==> src/rtl/d_cache_mem_port_pkg.sv <==
// Shared codes for the data-cache memory port: memory signal/status encodings,
// port FSM state encoding and the default burst length.
package d_cache_mem_port_pkg;

  localparam logic [1:0] MEM_NOP          = 2'b00;
  localparam logic [1:0] MEM_WRITE        = 2'b01;
  localparam logic [1:0] MEM_READ_BURST   = 2'b10;

  localparam logic [1:0] MEM_FINISHED     = 2'b00;
  localparam logic [1:0] MEM_DATA_WORKING = 2'b01;

  localparam logic [2:0] DCP_IDLE      = 3'd0;
  localparam logic [2:0] DCP_WRITE     = 3'd1;
  localparam logic [2:0] DCP_READ      = 3'd2;
  localparam logic [2:0] DCP_READ_TAIL = 3'd3;
  localparam logic [2:0] DCP_DONE      = 3'd4;

  localparam int DCP_BURST_WORDS_DEFAULT = 3;

endpackage

==> src/rtl/d_cache_mem_port.sv <==
// Memory-side transfer engine of the data cache: turns one fill or write-back
// request into a MEM_READ_BURST / MEM_WRITE word sequence and reports completion.
module d_cache_mem_port
  import d_cache_mem_port_pkg::*;
#(
  parameter int ADDR_WIDTH       = 17,
  parameter int LEN              = 32,
  parameter int ENTRY_INDEX_SIZE = 3,
  parameter int BURST_WORDS      = DCP_BURST_WORDS_DEFAULT
) (
  input  logic                                  clk,
  input  logic                                  rst,
  input  logic                                  req_valid,
  output logic                                  req_ready,
  input  logic                                  req_write,
  input  logic [ADDR_WIDTH-1:0]                 req_addr,
  input  logic [ENTRY_INDEX_SIZE:0]             req_len,
  input  logic [LEN*(2**ENTRY_INDEX_SIZE)-1:0]  req_line,
  output logic                                  resp_valid,
  output logic                                  resp_err,
  output logic [LEN*(2**ENTRY_INDEX_SIZE)-1:0]  resp_line,
  output logic                                  protocol_err,
  output logic [1:0]                            d_cache_mem_vis_signal,
  output logic [ADDR_WIDTH-1:0]                 d_cache_mem_vis_addr,
  output logic [ENTRY_INDEX_SIZE:0]             length,
  output logic [LEN-1:0]                        writen_data,
  input  logic [LEN-1:0]                        mem_data,
  input  logic [1:0]                            mem_status
);

  localparam int LINE_WORDS = 2**ENTRY_INDEX_SIZE;
  localparam int LW         = LEN*LINE_WORDS;
  localparam int KW         = ENTRY_INDEX_SIZE+1;

  logic [2:0]                  state_reg, state_next;
  logic [KW-1:0]               k_reg;
  logic [ADDR_WIDTH-1:0]       addr_reg;
  logic [KW-1:0]               len_reg;
  logic [LW-1:0]               wline_reg;
  logic [LW-1:0]               fill_reg;
  logic                        err_reg;
  logic                        perr_reg;

  logic [LEN-1:0]              wword [LINE_WORDS];
  logic                        accept;
  logic                        len_ok;
  logic                        reject;
  logic [ADDR_WIDTH-1:0]       word_addr;
  logic [ENTRY_INDEX_SIZE-1:0] cap_idx;
  logic [ENTRY_INDEX_SIZE-1:0] tail_idx;

  generate
    for (genvar gi = 0; gi < LINE_WORDS; gi++) begin : g_wword
      assign wword[gi] = wline_reg[gi*LEN +: LEN];
    end
  endgenerate

  assign accept    = req_valid && (state_reg == DCP_IDLE);
  assign len_ok    = (req_len >= KW'(2)) && (req_len <= KW'(LINE_WORDS));
  assign reject    = req_write && !len_ok;
  assign word_addr = addr_reg + ADDR_WIDTH'({k_reg, 2'b00});
  // Read data lags the address by one cycle, so capture lands one word behind k.
  assign cap_idx   = ENTRY_INDEX_SIZE'(k_reg - KW'(1));
  assign tail_idx  = ENTRY_INDEX_SIZE'(BURST_WORDS-1);

  always_comb begin
    state_next = state_reg;
    case (state_reg)
      DCP_IDLE: begin
        if (accept) begin
          if (reject)         state_next = DCP_DONE;
          else if (req_write) state_next = DCP_WRITE;
          else                state_next = DCP_READ;
        end
      end
      DCP_WRITE:     if (k_reg == len_reg - KW'(1)) state_next = DCP_DONE;
      DCP_READ:      if (k_reg == KW'(BURST_WORDS-1)) state_next = DCP_READ_TAIL;
      DCP_READ_TAIL: state_next = DCP_DONE;
      DCP_DONE:      state_next = DCP_IDLE;
      default:       state_next = DCP_IDLE;
    endcase
  end

  always_ff @(posedge clk) begin
    if (rst) begin
      state_reg <= DCP_IDLE;
      k_reg     <= '0;
      addr_reg  <= '0;
      len_reg   <= '0;
      wline_reg <= '0;
      fill_reg  <= '0;
      err_reg   <= 1'b0;
      perr_reg  <= 1'b0;
    end else begin
      state_reg <= state_next;
      case (state_reg)
        DCP_IDLE: begin
          if (accept) begin
            k_reg     <= '0;
            addr_reg  <= req_addr & ~ADDR_WIDTH'(3);
            len_reg   <= req_len;
            wline_reg <= req_line;
            err_reg   <= reject;
            if (!req_write) fill_reg <= '0;
          end
        end
        DCP_WRITE: k_reg <= k_reg + KW'(1);
        DCP_READ: begin
          k_reg <= k_reg + KW'(1);
          if (k_reg != '0) fill_reg[cap_idx*LEN +: LEN] <= mem_data;
        end
        DCP_READ_TAIL: fill_reg[tail_idx*LEN +: LEN] <= mem_data;
        DCP_DONE: begin
          if (!err_reg && (mem_status != MEM_FINISHED)) perr_reg <= 1'b1;
        end
        default: ;
      endcase
    end
  end

  always_comb begin
    d_cache_mem_vis_signal = MEM_NOP;
    d_cache_mem_vis_addr   = '0;
    length                 = '0;
    writen_data            = '0;
    if (state_reg == DCP_WRITE) begin
      d_cache_mem_vis_signal = MEM_WRITE;
      d_cache_mem_vis_addr   = word_addr;
      length                 = len_reg;
      writen_data            = wword[k_reg[ENTRY_INDEX_SIZE-1:0]];
    end else if (state_reg == DCP_READ) begin
      d_cache_mem_vis_signal = MEM_READ_BURST;
      d_cache_mem_vis_addr   = word_addr;
    end
  end

  assign req_ready    = (state_reg == DCP_IDLE);
  assign resp_valid   = (state_reg == DCP_DONE);
  assign resp_err     = resp_valid && err_reg;
  assign resp_line    = fill_reg;
  assign protocol_err = perr_reg;

endmodule

==> config.mk <==
export PLATFORM = sky130hd
export DESIGN_NAME = d_cache_mem_port
export DESIGN_NICKNAME = d
export VERILOG_FILES = /design/src/rtl/d_cache_mem_port_pkg.sv /design/src/rtl/d_cache_mem_port.sv
export SDC_FILE = /design/constraint.sdc
export NUM_CORES = 1
export LEC_CHECK = 0
export CELL_PAD_IN_SITES_DETAIL_PLACEMENT = 2
export CELL_PAD_IN_SITES_GLOBAL_PLACEMENT = 2
export CORE_MARGIN = 2
export CORE_UTILIZATION = 24
export CTS_CLUSTER_SIZE = 12
export DETAILED_ROUTE_END_ITERATION = 10
export PLACE_DENSITY = 0.84
export SLEW_MARGIN = 20
export SYNTH_ARGS = -nofsm -noshare
export SYNTH_HDL_FRONTEND = slang
export SYNTH_SLANG_ARGS = --single-unit
export TNS_END_PERCENT = 30
==> constraint.sdc <==
create_clock -name clk -period 3.4 [get_ports clk]
set_clock_uncertainty 0.05 [all_clocks]
set_input_delay 0.51 -clock clk [delete_from_list [all_inputs] [get_ports clk]]
set_output_delay 0.51 -clock clk [all_outputs]
set_load 0.02 [all_outputs]
==> flow_metrics.py <==
metrics = {
    "run_status": {
        "outcome": "finished clean",
    },
    "final_layout": {
        "design_area_um2": 31600,
        "fillerInstances": 9811,
        "fin_util": 0.357,
        "syn_to_final_growth_pct": 47.3,
        "fin_nets": 3437,
        "drive_gt1_frac": 0.0893,
        "fin_cells": 4326,
    },
    "synthesis": {
        "synth_compound_gate_area_share": 0.140,
        "synth-seq-cells": 540,
        "synth_edf_count": 0,
        "ys_types": 54,
        "synth_simple_gate_area_frac": 0.213,
        "yosysTopAreaCellShare": 0.504,
        "synth_xor_area_frac": 0.00775,
        "async_flop_share": 0,
        "ys_seq_area_frac": 0.504,
        "synth-adder-area-share": 0.00910,
        "ys_warn_count": 0,
        "synth_area_leaders": "dfxtp_1 (50%), nand2_1 (13%), a21oi_1 (8.9%), mux4_2 (6.7%), nand3_1 (5.3%)",
        "synthMuxAreaShare": 0.0821,
        "mappedNetlistArea_um2": 21500,
        "synth_top_family_by_area": "simple AND/OR/NAND/NOR gates",
        "syn_inst": 2561,
        "synth_top_area_cell": "dfxtp_1",
        "syn_avg_cell_area_um2": 8.38,
        "ys.flop_type": "dfxtp_1",
    },
    "setup_path": {
        "critical_path.reg2reg.endpoint": "resp_line[8]",
        "slowest_delay_ps": 550,
        "worstPathRequired_ps": 2840,
        "worstRegToRegCells": 10,
        "crit_arrival_ps": 2740,
        "start_kind": "flip-flop",
        "timing.critical_path.buf_inv": 3,
        "crit_type": "flip-flop to output pin",
        "cp-end-kind": "output pin",
        "r2r_slack_ps": 360,
        "cp_cell_sequence": "buf_16 > buf_4 > mux4_2 > mux2i_1 > nor2_1 > clkdlybuf4s50_1",
        "critPathMaxFanout": 11,
        "crit_slowest_cell": "clkdlybuf4s50_1",
        "r2r-start": "k_reg[1]",
        "crit_family": "buffers and inverters",
    },
    "floorplanning": {
        "io_pins": 630,
        "die_h_um": 303,
        "row_count": 109,
        "core_um2": 88500,
        "die_area_um2": 91800,
        "fp.dieW_um": 303,
        "initial_core_util": 0.242,
    },
    "grt": {
        "grt_max_degree": 195,
        "first_global_vias": 22700,
        "grt-ovfl-total": 0,
        "track_usage": 0.204,
        "grt_pass1_wl_um": 142000,
        "antenna_found_initial": 26,
    },
    "timing": {
        "post-route-period-util": 0.970,
        "post-route-min-period_ps": 3300,
        "tightest_slew_ps": 981,
        "slew-limit-headroom": 0.346,
        "fmax_ghz": 0.303,
        "report.final.slew_viol_count": 0,
        "hold_slack_ps": 205,
        "report.final.setup_viol": 0,
        "rsz0062_at_grt": "true",
        "hold_viol": 0,
    },
    "drt": {
        "routed_wl_um": 98900,
        "ant_nets": 0,
        "vias": 21200,
        "post_drt_wl_per_cell_um": 22.9,
        "drt_iter0_markers": 1025,
        "via_per_inst": 4.90,
        "drc_errors": 0,
        "dr.pass1.iters": 5,
    },
    "clocking": {
        "clkLatencyLatePin_ps": 600,
        "htree_levels": 3,
        "cts-hold-fix-buffers": 0,
        "cts_buffers": 67,
        "cts_sinks": 540,
        "cts_tree": "done",
        "cts-root-buf": "clkbuf_16",
        "path_clk_slew_ps": 60,
        "cts_buffer_depth": 3,
    },
    "placement": {
        "dp_hpwl_um": 66800,
        "gp_congestion": 0.818,
        "io_buffer_count": 625,
        "dpl.cell_count": 4189,
        "place_area_um2": 29000,
    },
    "power_and_ir_drop": {
        "p_total_uw": 17600,
        "p_leak_uw": 0.0109,
        "vdd_ir_drop_max_mv": 0.320,
        "p_per_area_nw_per_um2": 557,
    },
    "job": {
        "cap_violations": 0,
    },
    "min_path": {
        "hold_end": "wline_reg[153]",
        "hp-class": "input pin to flip-flop",
        "whs_path_depth": 2,
        "hp-start": "rst",
    },
}
[metrics by stage]
step / setup slack [ps] / setup TNS (ps)
2_1_floorplan: 29.4 / 0
3_3_place_gp: 143 / 0
3_5_place_dp: 12.2 / 0
4_1_cts: -124 / -314
5_1_grt: -12.3 / -20.8
6_report: 104 / 0
[kinds of logic (layout without fill, tap and decap cells)]
kind of cell / after synthesis / in the layout
buf+inv: 233 / 828
mux: 96 / 96
flops: 540 / 540
xor+xnor: 19 / 19
simple gates: 1095 / 1095
compound gates: 562 / 562
other cells: 1 / 6
fa+ha+maj: 15 / 15
[what timing repair did]
| item | in CTS | in global routing |
|---|---|---|
| cloned | 1 | 2 |
| endpoints found under the setup margin | 42 | 57 |
| pin swaps | 1 | 3 |
| setup buffers | 1 | 10 |
| resized for setup | 40 | 12 |
[worst register-to-register path, delay by kind of cell (launching register included)]
kind,cells,cell delay (ps)
AOI/OAI and AO/OA,1,70
and+or+nand+nor,2,990
adders and majority gates,2,490
buffers and inverters,4,640
xor gates and xnor gates,1,200
DFF,1,460
[worst max path at each step]
stage	end	cells past startpoint	start
3_5_place_dp	resp_line[138]	11	k_reg[0]
3_3_place_gp	resp_line[136]	11	k_reg[0]
5_1_grt	writen_data[23]	5	k_reg[0]
2_1_floorplan	resp_line[194]	15	k_reg[1]
4_1_cts	writen_data[15]	6	k_reg[0]
6_report	writen_data[13]	6	k_reg[0]
[layout by cell type, fill, tap and decap left out, drive strengths merged, types with 5 or more instances in the layout]
master,instances
a22o,32
dfxtp,540
clkinv,14
dlygate4sd2,15
clkdlybuf4s50,601
nand4,5
nor2b,5
buf,71
xor2,10
nor2,66
ha,14
inv,21
o21ai,132
nor3,10
nand2,751
clkbuf,95
mux4,64
nand3,227
a21oi,380
mux2i,32
xnor2,9
and2,7
[per-layer routing]
metal	vias up	track usage	part of all wire
met5	-	0	0.0025
met4	36	0.0624	0.025
met3	174	0.0685	0.083
met2	636	0.359	0.49
met1	10600	0.233	0.40
li1	9779	-	-
[cells in the mapped netlist (2+ instances only)]
library cell,number
inv_1,14
mux4_2,64
o21ai_0,118
mux2i_1,32
nand3_1,227
nor2_1,66
nor2b_1,5
nand2b_1,4
o21a_1,2
o211ai_1,2
buf_1,23
buf_6,4
a31oi_1,2
a22o_1,32
nand4_1,5
and2_1,7
o21ai_1,14
dfxtp_1,540
nor3b_1,4
xor2_1,10
ha_1,14
clkbuf_1,158
buf_4,2
xnor2_1,9
or3_1,3
a41oi_1,3
buf_2,32
a211oi_1,2
nor3_1,9
a21oi_1,380
nand2_1,751
[power breakdown]
group	switching, uW	internal, uW
Combinational	1940	1270
Clock	3050	4380
Sequential	245	6710
[final cells by class]
class                           instances  area, um2  area share
Inverter                               14       52.6     0.00166
Multi-Input combinational cell       1789       9850       0.311
Timing Repair Buffer                  695       7150       0.226
Clock inverter                         26        323      0.0102
Antenna cell                            4       10.0    0.000317
Sequential cell                       540      10800       0.342
Clock buffer                           93       1950      0.0618
Tap cell                             1165       1460      0.0461
Power figures use the tool's default switching activity.
